===== src/rtl/seg_scan_mux_pkg.sv =====
// Shared constants and polarity helpers for the seven-segment scan driver.
package seg_pkg;

  localparam int unsigned BRIGHT_W   = 4;
  localparam int unsigned BRIGHT_MAX = 15;
  localparam int unsigned MAX_SEG_W  = 32;
  localparam int unsigned MAX_DIGITS = 16;
  localparam int unsigned MAX_IDX_W  = 4;

  // Inactive segment pattern, wide enough for any SEG_W; callers truncate.
  function automatic logic [MAX_SEG_W-1:0] seg_blank(input logic active_low);
    return {MAX_SEG_W{active_low}};
  endfunction

  // One-hot digit select in pin polarity; callers truncate to N_DIGITS.
  function automatic logic [MAX_DIGITS-1:0] anode_onehot(input logic [MAX_IDX_W-1:0] idx,
                                                         input logic active_low);
    logic [MAX_DIGITS-1:0] oh;
    oh = MAX_DIGITS'(1) << idx;
    return active_low ? ~oh : oh;
  endfunction

endpackage


===== src/rtl/seg_scan_mux_timer.sv =====
// Slot counter and digit index for the scan; flags slot and frame starts.
module seg_scan_timer #(
  parameter int unsigned N_DIGITS = 4,
  parameter int unsigned PRESCALE = 100000,
  localparam int unsigned CNT_W = (PRESCALE > 1) ? $clog2(PRESCALE) : 1,
  localparam int unsigned IDX_W = (N_DIGITS > 1) ? $clog2(N_DIGITS) : 1
) (
  input  logic             clk,
  input  logic             rst,
  output logic [CNT_W-1:0] slot_cnt,
  output logic [IDX_W-1:0] idx,
  output logic             slot_start,
  output logic             frame_start
);

  localparam logic [CNT_W-1:0] CNT_LAST = CNT_W'(PRESCALE - 1);
  localparam logic [IDX_W-1:0] IDX_LAST = IDX_W'(N_DIGITS - 1);

  always_ff @(posedge clk) begin
    if (rst) begin
      slot_cnt <= '0;
      idx      <= '0;
    end else if (slot_cnt == CNT_LAST) begin
      slot_cnt <= '0;
      idx      <= (idx == IDX_LAST) ? '0 : idx + IDX_W'(1);
    end else begin
      slot_cnt <= slot_cnt + CNT_W'(1);
    end
  end

  always_comb begin
    slot_start  = (slot_cnt == '0);
    frame_start = (slot_cnt == '0) && (idx == '0);
  end

endmodule


===== src/rtl/seg_scan_mux.sv =====
// Time-multiplexed seven-segment driver: per-slot sampling, dead time,
// 16-level PWM brightness and per-digit enable onto registered pins.
module seg_scan_mux
  import seg_pkg::*;
#(
  parameter int unsigned N_DIGITS         = 4,
  parameter int unsigned SEG_W            = 8,
  parameter int unsigned PRESCALE         = 100000,
  parameter int unsigned DEAD             = 16,
  parameter bit          ANODE_ACTIVE_LOW = 1'b1,
  parameter bit          SEG_ACTIVE_LOW   = 1'b1
) (
  input  logic                      clk,
  input  logic                      rst,
  input  logic [N_DIGITS*SEG_W-1:0] seg_in,
  input  logic [N_DIGITS-1:0]       digit_en,
  input  logic [BRIGHT_W-1:0]       brightness,
  output logic [SEG_W-1:0]          seg_out,
  output logic [N_DIGITS-1:0]       anode,
  output logic                      frame_tick
);

  localparam int unsigned CNT_W = (PRESCALE > 1) ? $clog2(PRESCALE) : 1;
  localparam int unsigned IDX_W = (N_DIGITS > 1) ? $clog2(N_DIGITS) : 1;
  localparam int unsigned STEP  = (PRESCALE - DEAD) / BRIGHT_MAX;

  localparam logic [SEG_W-1:0]    SEG_OFF   = SEG_W'(seg_blank(SEG_ACTIVE_LOW));
  localparam logic [N_DIGITS-1:0] ANODE_OFF = N_DIGITS'(seg_blank(ANODE_ACTIVE_LOW));

  logic [CNT_W-1:0]    slot_cnt;
  logic [IDX_W-1:0]    idx;
  logic                slot_start;
  logic                frame_start;

  logic [BRIGHT_W-1:0] bri_q;
  logic [SEG_W-1:0]    pat_q;
  logic                en_q;
  logic [31:0]         limit_c;
  logic                lit_c;

  seg_scan_timer #(
    .N_DIGITS (N_DIGITS),
    .PRESCALE (PRESCALE)
  ) u_timer (
    .clk         (clk),
    .rst         (rst),
    .slot_cnt    (slot_cnt),
    .idx         (idx),
    .slot_start  (slot_start),
    .frame_start (frame_start)
  );

  // Slot-start sampling: mid-slot input changes wait for the next slot.
  always_ff @(posedge clk) begin
    if (rst) begin
      bri_q <= '0;
      pat_q <= '0;
      en_q  <= 1'b0;
    end else if (slot_start) begin
      bri_q <= brightness;
      pat_q <= seg_in[32'(idx)*SEG_W +: SEG_W];
      en_q  <= digit_en[idx];
    end
  end

  // Slot cycle 0 is always dark: the samples for the new digit land only at
  // its end, so this also guarantees a one-cycle gap when DEAD is zero.
  always_comb begin
    limit_c = 32'(DEAD) + 32'(bri_q) * 32'(STEP);
    lit_c   = 1'b0;
    if ((slot_cnt != '0) && (32'(slot_cnt) >= 32'(DEAD)) && en_q && (bri_q != '0)) begin
      lit_c = (bri_q == BRIGHT_W'(BRIGHT_MAX)) || (32'(slot_cnt) < limit_c);
    end
  end

  always_ff @(posedge clk) begin
    if (rst) begin
      anode      <= ANODE_OFF;
      seg_out    <= SEG_OFF;
      frame_tick <= 1'b0;
    end else begin
      anode      <= lit_c ? N_DIGITS'(anode_onehot(MAX_IDX_W'(idx), ANODE_ACTIVE_LOW)) : ANODE_OFF;
      seg_out    <= lit_c ? pat_q : SEG_OFF;
      frame_tick <= frame_start;
    end
  end

endmodule


===== config.mk =====
export PLATFORM = sky130hd
export DESIGN_NAME = seg_scan_mux
export DESIGN_NICKNAME = d
export VERILOG_FILES = /design/src/rtl/seg_scan_mux_pkg.sv /design/src/rtl/seg_scan_mux_timer.sv /design/src/rtl/seg_scan_mux.sv
export SDC_FILE = /design/constraint.sdc
export NUM_CORES = 1
export LEC_CHECK = 0
export ABC_AREA = 1
export BUFFER_PORTS_ARGS = -buffer_cell sky130_fd_sc_hd__buf_4
export CORE_MARGIN = 2
export CORE_UTILIZATION = 56
export DETAILED_ROUTE_END_ITERATION = 10
export PLACE_DENSITY_LB_ADDON = 0.25
export RECOVER_POWER = 50
export SETUP_SLACK_MARGIN = 0.3
export SLEW_MARGIN = 15
export SYNTH_ARGS = -nofsm -noshare
export SYNTH_HDL_FRONTEND = slang
export SYNTH_SLANG_ARGS = --single-unit

===== constraint.sdc =====
create_clock -name clk -period 4.2 [get_ports clk]
set_clock_uncertainty 0.05 [all_clocks]
set_input_delay 0.21 -clock clk [delete_from_list [all_inputs] [get_ports clk]]
set_output_delay 0.21 -clock clk [all_outputs]
set_load 0.02 [all_outputs]

-- After elaboration in Yosys (flattened, before gate mapping)
Cells that the tools add are included.
- output and inout port bits: 13
- register bits after elaboration: 45
- word-level logic and storage cells: 37
- eq/ne operators: 3
- add/subtract/negate cells: 3
- magnitude comparators: 3
- $mul: 1
- muxes and demuxes: 4
- bitwise operators: 2
- shift-type cells: 2
- reductions and logical operators: 11
- operators by type and width (operator ; count):
    indexed part select 32 x 6 -> 8 bit ; 1
    adder 5 x 17 -> 18 bit (first input constant) ; 1
    less-than comparator 17 x 18 -> 1 bit ; 1
    adder 17 x 1 -> 17 bit (second input constant) ; 1
    equality test 17 bit (second input constant) ; 1
    >= comparator 17 x 5 -> 1 bit (second input constant) ; 1
    logical NOT 17 bit ; 1
    multiplier 4 x 13 -> 17 bit (second input constant) ; 1
    nonzero test 17 bit ; 1
    equality test 4 bit (second input constant) ; 1
    logical AND 1 bit ; 4
    inverter 4 bit ; 1
    nonzero test 4 bit ; 1
    OR reduction 2 bit ; 2
    left shift 1 x 2 -> 4 bit (first input constant) ; 1
    less-than comparator 2 x 3 -> 1 bit (second input constant) ; 1
    adder 2 x 1 -> 2 bit (second input constant) ; 1
    binary-select mux 1 bit (select 2 bit) ; 1
    equality test 2 bit (second input constant) ; 1
    logical NOT 2 bit ; 1
    two-way mux 1 bit ; 2
    two-way mux 2 bit ; 1
    logical OR 1 bit ; 1
    inverter 1 bit ; 1

-- Longest topological paths before layout
- depth after elaboration: 7
- mapped depth: 19
- depth with buffers taken out: 18

-- By module
From an unflattened synthesis, not the netlist that was laid out.
- cells, all modules: 418
- area total of the unflattened synthesis: 3009.1 um^2
- modules (own cells, without submodules) (module ; seq. area each (um^2) ; cells an instance ; instances ; area each (um^2)):
    seg_scan_mux ; 520.5 ; 264 ; 1 ; 1918.1
    seg_scan_timer ; 380.4 ; 154 ; 1 ; 1091.0

-- Least setup slack after synthesis
OpenSTA, ideal clock, no wires.
- kind: reg2reg
- start: register bri_q[2]
- end: register anode[0]
- slack: 1.193 ns
- library setup time: 0.062 ns
- stages on the path, launching flop included: 17
- arrival time: 2.896 ns
- period minus slack after synthesis: 3.007 ns
- data required time: 4.088 ns
- buffers on the path: 1
- path through: dfxtp_1 -> inv_1 -> ha_1 -> xor2_1 -> ha_1 -> fa_1 -> xnor2_1 -> ha_1 -> nand2_1 -> nor2_1 -> nand3_1 -> nor3_1 -> nand2_1 -> nand2_1 -> nand2_1 -> buf_4 -> nand3_1
- longest elaborated chain between the ends: 7
- elaborated cells between the ends (all ways): 10
- classes of those cells: add/sub (1); mul (1); order compare (1); eq/ne (1); mux (1); bitwise (1); reduce/logical (4)
- RTL lines (item ; line ; source):
    start: declaration ; seg_scan_mux.sv:35 ; logic [BRIGHT_W-1:0] bri_q;
    start signal: assignment ; seg_scan_mux.sv:60 ; bri_q <= brightness;
    multiplier 4 x 13 -> 17 bit ; seg_scan_mux.sv:69 ; limit_c = 32'(DEAD) + 32'(bri_q) * 32'(STEP);
    adder 5 x 17 -> 18 bit ; seg_scan_mux.sv:69 ;
    less-than comparator 17 x 18 -> 1 bit ; seg_scan_mux.sv:72 ; lit_c = (bri_q == BRIGHT_W'(BRIGHT_MAX)) || (32'(slot_cnt) < limit_c);
    logical OR 1 bit ; seg_scan_mux.sv:72 ;
    two-way mux 1 bit (*) ; seg_scan_mux.sv:71 ; if ((slot_cnt != '0) && (32'(slot_cnt) >= 32'(DEAD)) && en_q && (bri_q != '0)) begin
    inverter 1 bit (no line) (*) ; -- ;
    OR reduction 2 bit (no line) (*) ; -- ;
    end signal: assignment ; seg_scan_mux.sv:82 ; anode <= lit_c ? N_DIGITS'(anode_onehot(MAX_IDX_W'(idx), ANODE_ACTIVE_LOW)) : ANODE_OFF;
    end: declaration ; seg_scan_mux.sv:19 ; output logic [N_DIGITS-1:0] anode,
Every way passes the cells marked *; elsewhere a longest branch is shown, timed or not.
A chain may end at the register's enable or synchronous reset.

-- Final worst setup path
- start: register bri_q[2]
- end: register anode[3]
Same word-level chain as after synthesis.

==> flow_summary_export.csv <==
group,metric,value,unit
cts,cts_buffer_depth,2,
global_route,grt_pass1_wl,11.09,mm
route,vias_per_cell,5.280,
logic_synthesis,synth_cells,387,
global_route,overflow,0,
worst_setup_path,cp_slowest_cell,"fa_1",
logic_synthesis,async_flop_share,0,
cells_and_area,layout_common_cells,"49 x nand2_1, 48 x nor2_1, 45 x dfxtp_1",
worst_setup_path,worstPathArrival,3550,ps
worst_setup_path,required,4400,ps
timing,timing_hold_violations_final,0,
route,drtIter0Drc,111,
floorplanning,die_area,0.005894,sq mm
pwr,peakVddDrop,305.6,uV
status,status,"finished clean",
cts,clock-sinks,45,
worst_setup_path,path_class,"reg -> reg",
global_route,grt_max_degree,27,
timing,rsz0062_at_grt,"no",
cts,cts_tree,"done",
route,wl_per_cell,13.09,um
timing,relSlewSlack,0.5064,
logic_synthesis,ys_ff_latch,45,
cts,cts_resized,0,
min_path,hp-class,"in -> reg",
placed_design,numPortBuffers,54,
pwr,p_comb_frac,0.217,
pwr,leakage,0.001584,uW
timing,fmax,0.2978,GHz
cells_and_area,drive_gt1_frac,0.1689,
cts,clk-insertion-delay-late,310,ps
placed_design,finalWeightedCongestion,0.8457,
pwr,finalPower,947.6,uW
timing,period_share,0.7996,
cts,htree_levels,2,
logic_synthesis,syn_avg_cell_area,7.662,sq um
cts,clk_pin_slew,90,ps
worst_setup_path,critPathCaptureType,"flip-flop",
cts,hold_buffers,0,
floorplanning,fp.dieW,76.77,um
logic_synthesis,syn_area,0.002965,sq mm
logic_synthesis,synth_cell_types,35,
timing,setup_viol,0,
logic_synthesis,ys_seq_area_frac,0.3038,
cells_and_area,area_growth,14.77,%
floorplanning,fp.dieH,76.77,um
cts,post_cts_buffers,0,
logic_synthesis,ys_warn_count,0,
cts,cts_root_buffer,"clkbuf_8",
cells_and_area,fin_nets,522,
cells_and_area,antenna_cells,0,
worst_setup_path,critPathMaxFanout,12,
pwr,internal_power,657.4,uW
timing,tns,0,ps
pwr,p_switching,290.2,uW
route,vias,2682,
logic_synthesis,yosys_most_used_dff,"dfxtp_1",
floorplanning,start_util,0.5806,
route,wirelength,6.652,mm
global_route,grt_use_total,0.2316,
logic_synthesis,syn-num-nets,472,
worst_setup_path,cpMostUsedCell,"nand2_1",
cells_and_area,multi_input_area,0.001788,sq mm
logic_synthesis,synth_edf_count,0,
floorplanning,core,0.005107,sq mm
route,drcViolationCount,0,
timing,worst_pin_slew,738.6,ps
pwr,switching_share,0.3062,
pwr,powerDensity,278.4,mW/mm^2
worst_setup_path,startpoint_type,"flip-flop",
global_route,grt_pass1_vias,2357,
worst_setup_path,timing.critical_path.cells,"inv_1 -> ha_1 -> xor2_1 -> ha_1 -> fa_1 -> xnor2_1 -> ha_1 -> nand2_1 -> nor2_1 -> nand3_1 -> nor3_1 -> nand2_1 -> nand2_1 -> nand2_1 -> nand3_1",
pwr,clkPwrFrac,0.299,
timing,fin_crit,3358,ps
worst_setup_path,slowest_delay,460,ps
cts,numCtsBuffers,5,
floorplanning,fp-row-count,26,
floorplanning,io_pins,55,
cells_and_area,seq_area,900.9,sq um
placed_design,hpwl,5.113,mm
pwr,p_seq_frac,0.485,
global_route,antenna_found_initial,0,
timing,drv_slew,0,
cells_and_area,fillers,473,
route,dr.pass1.iters,4,
flow_run,maxCapViolCount,0,
route,drt.antenna.violating_nets,0,
cells_and_area,mostFrequentLayoutCell,"nand2_1",
-- sequential cells by signal (all words and copies together) (netlist names) --
register / flops
u_timer.slot_cnt: 17
pat_q: 8
seg_out: 8
anode: 4
bri_q: 4
u_timer.idx: 2
en_q: 1
frame_tick: 1
-- metal layers --
layer,track usage,vias up,part of all wire
li1,-,1388,-
met1,0.3326,1238,0.49
met2,0.3561,48,0.46
met3,0.04118,8,0.039
met4,0.06364,0,0.011
met5,0,-,0
-- worst paths after layout --
check	from	endpoint	slack [ps]	cells past startpoint
setup / recovery	bri_q[2]	anode[3]	840	15
setup reg to reg	bri_q[2]	anode[3]	840	15
hold reg to reg	pat_q[5]	seg_out[5]	410	2
hold / removal	rst	en_q	30	2
-- final cells by class --
type,count,area share
clock buffers,5,0.02022
clock inverters,3,0.007353
inverters,47,0.05184
multi-input cells,284,0.5254
flip-flops and latches,45,0.2647
well taps,70,0.02574
repair buffers,54,0.1048
-- stage by stage --
| step | std cells | util | instance area (sq um) | worst slack (ps) | hold slack [ps] |
|---|---|---|---|---|---|
| 2_1_floorplan | 387 | - | 2965 | 1193 | 229.1 |
| 3_3_place_gp | 500 | 0.6612 | 3377 | 975.2 | 349.6 |
| 3_5_place_dp | 500 | 0.6612 | 3377 | 817.3 | 354.2 |
| 4_1_cts | 508 | 0.6796 | 3471 | 809.4 | 24.66 |
| 5_1_grt | 508 | 0.6663 | 3403 | 496.6 | 28.25 |
| 6_report | 508 | 0.6663 | 3403 | 841.6 | 32.64 |
-- kinds of logic after synthesis --
group,Yosys count,synth area share
flip-flops,45,0.3038
AND/OR/NAND/NOR,154,0.2536
XOR/XNOR,8,0.02363
adder cells (fa/ha/maj),43,0.1840
AO/OA/AOI/OAI,79,0.1481
buffers and inverters,58,0.08692
-- synthesized netlist by cell type, types with 4 or more instances --
library cell / instances / share of area
a21oi_1: 26 / 0.044
inv_1: 44 / 0.056
dfxtp_1: 45 / 0.30
ha_1: 42 / 0.18
nor2_2: 10 / 0.021
buf_2: 4 / 0.0068
o21ai_0: 33 / 0.056
nand3_1: 31 / 0.052
nor2_1: 47 / 0.059
xor2_1: 5 / 0.015
o22ai_1: 9 / 0.019
a21oi_2: 4 / 0.012
nand2_1: 48 / 0.061
-- power groups by stage --
| stage | Combinational [uW] | Clock [uW] | Sequential (uW) |
|---|---|---|---|
| after floorplan | 145 | 0 | 467 |
| after global placement | 200 | 0 | 468 |
| after detailed placement | 206 | 0 | 469 |
| after CTS | 208 | 286 | 459 |
| after global routing | 236 | 305 | 462 |
| final | 205 | 283 | 459 |
-- worst max-delay path: cells and delay by family (launching register included) --
kind / cells / cell delay, ps
buffers and inverters: 1 / 140
and+or+nand+nor: 8 / 910
adders and majority gates: 4 / 1430
DFF: 1 / 440
xor gates and xnor gates: 2 / 320
Note: power is estimated with default switching activity, not from simulation.
